### src/rtl/sram_cmp_scan.sv
// Masked burst comparator: checks LEN readback/expected word pairs and reports a
// per-beat mismatch, a sticky fail flag, a saturating error count and the first failing index.
module sram_cmp_scan #(
    parameter int DATA_W = 32,
    parameter int IDX_W  = 10,
    parameter int CNT_W  = 16
) (
    input  logic              clk,
    input  logic              rst,
    input  logic              start_i,
    input  logic [IDX_W-1:0]  len_i,
    input  logic [DATA_W-1:0] mask_i,
    input  logic              valid_i,
    input  logic [DATA_W-1:0] d1_i,
    input  logic [DATA_W-1:0] d2_i,
    output logic              ready_o,
    output logic              busy_o,
    output logic              mis_o,
    output logic              result_o,
    output logic              done_o,
    output logic [CNT_W-1:0]  err_cnt_o,
    output logic [IDX_W-1:0]  first_idx_o,
    output logic              first_vld_o,
    output logic [1:0]        dbg_state_o
);

    // Handshake: a beat transfers on a rising edge where valid_i && ready_o;
    // ready_o is high only in RUN and does not depend on valid_i.
    typedef enum logic [1:0] {
        IDLE = 2'd0,
        RUN  = 2'd1,
        DONE = 2'd2
    } state_t;

    localparam logic [IDX_W-1:0] IDX_ONE = {{(IDX_W-1){1'b0}}, 1'b1};
    localparam logic [CNT_W-1:0] CNT_ONE = {{(CNT_W-1){1'b0}}, 1'b1};
    localparam logic [CNT_W-1:0] CNT_MAX = {CNT_W{1'b1}};

    state_t             r_state;
    logic [IDX_W-1:0]   r_len;
    logic [DATA_W-1:0]  r_mask;
    logic [IDX_W-1:0]   r_idx;
    logic               r_ready;
    logic               r_busy;
    logic               r_done;
    logic               r_mis;
    logic               r_result;
    logic [CNT_W-1:0]   r_err;
    logic [IDX_W-1:0]   r_first_idx;
    logic               r_first_vld;

    logic               w_accept;
    logic               w_mismatch;
    logic               w_last;

    assign w_accept   = valid_i && r_ready;
    assign w_mismatch = |((d1_i ^ d2_i) & r_mask);
    assign w_last     = (r_idx == (r_len - IDX_ONE));

    always_ff @(posedge clk or negedge rst) begin
        if (!rst) begin
            r_state     <= IDLE;
            r_len       <= '0;
            r_mask      <= '0;
            r_idx       <= '0;
            r_ready     <= 1'b0;
            r_busy      <= 1'b0;
            r_done      <= 1'b0;
            r_mis       <= 1'b0;
            r_result    <= 1'b0;
            r_err       <= '0;
            r_first_idx <= '0;
            r_first_vld <= 1'b0;
        end else begin
            r_mis <= 1'b0;
            case (r_state)
                IDLE: begin
                    if (start_i) begin
                        r_len       <= len_i;
                        r_mask      <= mask_i;
                        r_idx       <= '0;
                        r_result    <= 1'b0;
                        r_err       <= '0;
                        r_first_idx <= '0;
                        r_first_vld <= 1'b0;
                        r_busy      <= 1'b1;
                        // An empty scan goes straight to DONE without compares
                        if (len_i == '0) begin
                            r_state <= DONE;
                            r_done  <= 1'b1;
                        end else begin
                            r_state <= RUN;
                            r_ready <= 1'b1;
                        end
                    end
                end
                RUN: begin
                    if (w_accept) begin
                        r_mis <= w_mismatch;
                        r_idx <= r_idx + IDX_ONE;
                        if (w_mismatch) begin
                            r_result <= 1'b1;
                            if (r_err != CNT_MAX) begin
                                r_err <= r_err + CNT_ONE;
                            end
                            if (!r_first_vld) begin
                                r_first_idx <= r_idx;
                                r_first_vld <= 1'b1;
                            end
                        end
                        if (w_last) begin
                            r_state <= DONE;
                            r_ready <= 1'b0;
                            r_done  <= 1'b1;
                        end
                    end
                end
                DONE: begin
                    r_state <= IDLE;
                    r_done  <= 1'b0;
                    r_busy  <= 1'b0;
                end
                default: begin
                    r_state <= IDLE;
                    r_ready <= 1'b0;
                    r_done  <= 1'b0;
                    r_busy  <= 1'b0;
                end
            endcase
        end
    end

    assign ready_o     = r_ready;
    assign busy_o      = r_busy;
    assign done_o      = r_done;
    assign mis_o       = r_mis;
    assign result_o    = r_result;
    assign err_cnt_o   = r_err;
    assign first_idx_o = r_first_idx;
    assign first_vld_o = r_first_vld;
    assign dbg_state_o = r_state;

endmodule
### config.mk
export PLATFORM = sky130hd
export DESIGN_NAME = sram_cmp_scan
export DESIGN_NICKNAME = d
export VERILOG_FILES = /design/src/rtl/sram_cmp_scan.sv
export SDC_FILE = /design/constraint.sdc
export NUM_CORES = 1
export LEC_CHECK = 0
export CELL_PAD_IN_SITES_DETAIL_PLACEMENT = 0
export CELL_PAD_IN_SITES_GLOBAL_PLACEMENT = 1
export CORE_UTILIZATION = 34
export DETAILED_ROUTE_END_ITERATION = 8
export GPL_TIMING_DRIVEN = 0
export PLACE_DENSITY = 0.87
export SETUP_SLACK_MARGIN = 0.15
export SLEW_MARGIN = 25
export SYNTH_ARGS = -nofsm -noshare
export SYNTH_HDL_FRONTEND = slang
export SYNTH_SLANG_ARGS = --single-unit
### constraint.sdc
create_clock -name clk -period 2.7 [get_ports clk]
set_input_delay 0.54 -clock clk [delete_from_list [all_inputs] [get_ports clk]]
set_output_delay 0.54 -clock clk [all_outputs]
set_load 0.03 [all_outputs]
After elaboration in Yosys (flattened, before gate mapping)
Index checks and enable logic that the tools add are counted.
Storage, ports and cells
  register bits after elaboration: 85
  logic and storage cells: 79
Operators by class
  reductions and logical operators: 14
  eq/ne operators: 12
  multiplexer cells: 35
  bitwise gates (word level): 4
  add/sub/neg operators: 3
Operators by type and width (number)
  $mux 16: 4
  $mux 10: 5
  $pmux 10 s2: 2
  $and 32x32->32: 1
  $pmux 16 s2: 1
  $reduce_or 32->1: 1
  $xor 32x32->32: 1
  $add 16x1->16 const B: 1
  $ne 16x16->1 const B: 1
  $ne 2x2->1 const B: 8
  $reduce_and 5->1: 3
  $mux 1: 14
  $add 10x1->10 const B: 1
  $eq 10x10->1: 1
  $logic_not 10->1: 1
  $sub 10x1->10 const B: 1
  $mux 2: 4
  $reduce_and 4->1: 2
  $pmux 1 s2: 3
  $reduce_and 3->1: 2
  $pmux 2 s2: 1
  $reduce_and 2->1: 2
  $pmux 1 s3: 1
  $eq 2x1->1 const B: 1
  other kinds (5): 6

Logic depth before layout (Yosys ltp)
  depth in word-level cells: 6
  mapped depth: 9
  depth with buffers taken out: 9

Least setup slack after synthesis
OpenSTA, ideal clock, no wires.
  path kind: register -> register
  from: reg r_err[6], in the netlist err_cnt_o[6]
  to: reg r_err[15], in the netlist err_cnt_o[15]
  setup time: 0.125 ns
  cell stages (with the launch flop): 10
  arrival: 2.040 ns
  path slack: 0.535 ns
  required time: 2.575 ns
  path through: dfrtp_1 -> and3_1 -> buf_6 -> and3_4 -> and3_4 -> and3_4 -> buf_6 -> o31ai_4 -> and4_1 -> nor3_2
Between the ends
  word-level cells in the longest chain between the ends: 5
  elaborated cells on any way between the ends: 8
Ends and longest elaborated chain
  start, declared: RTL line 48  | logic [CNT_W-1:0] r_err;
  start signal, assigned: RTL line 104  | r_err <= r_err + CNT_ONE;
  $add 16x1->16: RTL line 104
  $mux 16: RTL line 103  | if (r_err != CNT_MAX) begin
  $mux 16: RTL line 101  | if (w_mismatch) begin
  $mux 16: RTL line 98  | if (w_accept) begin
  $pmux 16 s2: RTL line 76  | case (r_state)
Several ways; a longest one is shown, not always the timed one. The select of a mux whose other input is x is not followed.
A chain may end at the register's enable or synchronous reset.

Worst setup path after layout
  from: in d2_i[26]
  to: reg r_err[0], in the netlist err_cnt_o[0]
Between the ends
  word-level cells in the longest chain between the ends: 5
Ends and longest elaborated chain
  start, declared: RTL line 15  | input logic [DATA_W-1:0] d2_i,
  $xor 32x32->32: RTL line 57  | assign w_mismatch = |((d1_i ^ d2_i) & r_mask);
  $and 32x32->32: RTL line 57
  $reduce_or 32->1: RTL line 57
  $ne 2x2->1 (no line)
  $reduce_and 5->1 (no line)
Every way passes these cells.

==> metrics.txt <==
power share of the sequential group=38.1%; crit path DAT=2610 ps; fin crit share=88.5%; Yosys warnings=0; Clk pwr share=21.2%; Setup TNS Final=0 ps; WHS=144 ps; part of the Yosys area used for sequential elements=48.0%; layout cells sized above 1=7.23%; Die Height=116 microns; fin crit period=2390 ps; GRT Resource Usage Total=18.7%; max frequency=0.418 GHz; Area Growth Syn to Fin=45.0%; ys flop type=dfrtp_1; status=completed; Netlist Area Pre-Place=0.00443 sq mm; Ant. Diodes=0; Req. time, crit path=2920 ps; Final ANT Viol Nets=0; synthesis-stage register bit count=85; Max Cap Violations=0; Skew-Pair Late Insertion Delay=330 ps; htree depth=3; Worst Setup End Kind=register; placeable core area=0.0127 sq mm; Net Count, Synth=587; most frequent cells in the layout=142 x clkdlybuf4s50_1, 138 x nand2_1, 85 x dfrtp_1; pre-CTS WS=-346 ps; first-pass GRT wire length=19200 microns; commonest non-fill, non-tap cell in the layout=clkdlybuf4s50_1; placed cell areas=0.00610 sq mm; num rows=41; Inst Count DP=790; gr ovfl total=0; cell internal pwr=3.34 mW; Mean Syn Cell Area=9.34 sq um; post-detailed-routing wire length=12100 microns; routed length per placed instance=14.9 microns; drt pass-1 iters=5; CTS Buf Count=9; total power=5.50 mW; final worst setup slack=310 ps; Crit Path Max Fanout=10; Synth cell types=51; final setup fails=0; Die Wd=116 microns; DP HPWL=9440 microns; TritonCTS clock tree=yes; port buffer count=143; Leakage Power=2.86 nW; Final Wtd Congestion=0.827; PD cells=856 mW/mm^2; Post-synth EDFFs=0; Clock Sinks=85; initial antenna violation count=0; crit path launch type=input pin; initial DRC count=210; Max-Slew Margin vs Limit=64.6%; largest net degree at the start of global routing=54; Worst Hold Class=input pin to async pin; clock skew=9.77 ps; die area=0.0135 sq mm; Final Util=50.7%; post-synthesis async set-or-reset flop share=100%; Clk Tree Root Cell=clkbuf_16; via/cell ratio=4.85; Mapped Cells=474; Layout Cells excl Fill=808; RSZ-0062 raised after global routing=yes; vias in the first global route=3932; Remaining DRCs=0; post-route cell area=0.00642 sq mm; Crit Path Category=input pin to register; clock buffer depth=2; peak supply drop=0.000352 V; switching component of the power=2.16 mW; I/O pins=144; final hold violations=0; CTS clk-pin slew, worst paths=70 ps; Final Max Tran Viols=0; total number of vias=3918; Starting Density=35.0%; Comb power frac=40.7%; worst-margin pin slew=532 ps; Nets=744; Net Sw Frac=39.2%
==> cells by family (layout without fill, tap and decap cells) <==
kind of cell	count (synthesis)	count (layout)	share of synthesized area, %
DFF	85	85	48.0
adders and majority gates	3	3	0.848
xor gates and xnor gates	64	64	12.7
buffers and inverters	23	185	2.46
muxes	2	2	0.480
and+or+nand+nor	240	240	25.6
AOI/OAI and AO/OA	57	57	9.94
==> Yosys cell counts, types with 6 or more instances <==
master      n  area share [%]
nand4_1     9             1.3
and3_1     10             1.4
a21oi_1     6            0.68
xor2_1     40             7.9
a22o_1     11             2.2
a22oi_1    16             2.7
clkbuf_1   16             1.4
nand2_1   138              12
xnor2_1    24             4.7
dfrtp_1    85              48
nor3_1      7            0.79
nand3_1    10             1.1
nor2_1     32             2.7
o21ai_0     7            0.79
==> cell type report <==
class / count / area, sq um
Buffer: 20 / 104
Clock buffer: 9 / 225
Clock inverter: 7 / 55.1
Fill cell: 1191 / 6250
Inverter: 3 / 11.3
Multi-Input combinational cell: 366 / 2200
Sequential cell: 85 / 2130
Tap cell: 172 / 215
Timing Repair Buffer: 146 / 1480
==> sequential cells by signal, indices dropped and copies added (netlist names), 2 cells and up <==
signal / count
err_cnt_o: 16
first_idx_o: 10
dbg_state_o: 2
r_idx: 10
r_len: 10
r_mask: 32
==> power groups by stage <==
stage | combinational [mW] | clock, mW | sequential [mW]
floorplan | 1.25 | 0 | 2.23
global placement | 2.18 | 0 | 2.09
detailed placement | 2.25 | 0 | 2.10
CTS | 2.26 | 1.18 | 2.09
global route | 2.47 | 1.24 | 2.15
finish | 2.24 | 1.17 | 2.10
==> timing repair <==
action | CTS | global route
pin swaps | 1 | 1
buffers inserted | 2 | 0
endpoints found under the setup margin | 39 | 70
hold buffers | 0 | 0
resized for setup | 4 | 4
==> worst paths after layout <==
kind	end	cells past startpoint	slack, ps	start
max	err_cnt_o[0]	9	310	d2_i[26]
min in group clk	r_mask[4]	2	480	r_mask[4]
max reg2reg	done_o	7	460	r_len[2]
max in group asynchronous	err_cnt_o[5]	2	1940	rst
min	r_mask[27]	1	140	rst
min reg2reg	r_mask[4]	2	480	r_mask[4]
==> critical path, stage by stage <==
cell and delay, ps:
clkdlybuf4s50_1 420, xor2_1 180, a22oi_1 260, nand4_1 200, nor4_4 240, buf_4 200
buf_4 210, nor3_1 90, mux2_2 270
==> per-layer routing <==
layer	track usage [%]	share of wire, %	wire (microns)
met4	7.26	1.7	199
met3	4.51	6.9	827
met5	0	0	0
met2	31.7	48	5840
met1	23.1	43	5190
Power figures use the tool's default switching activity.
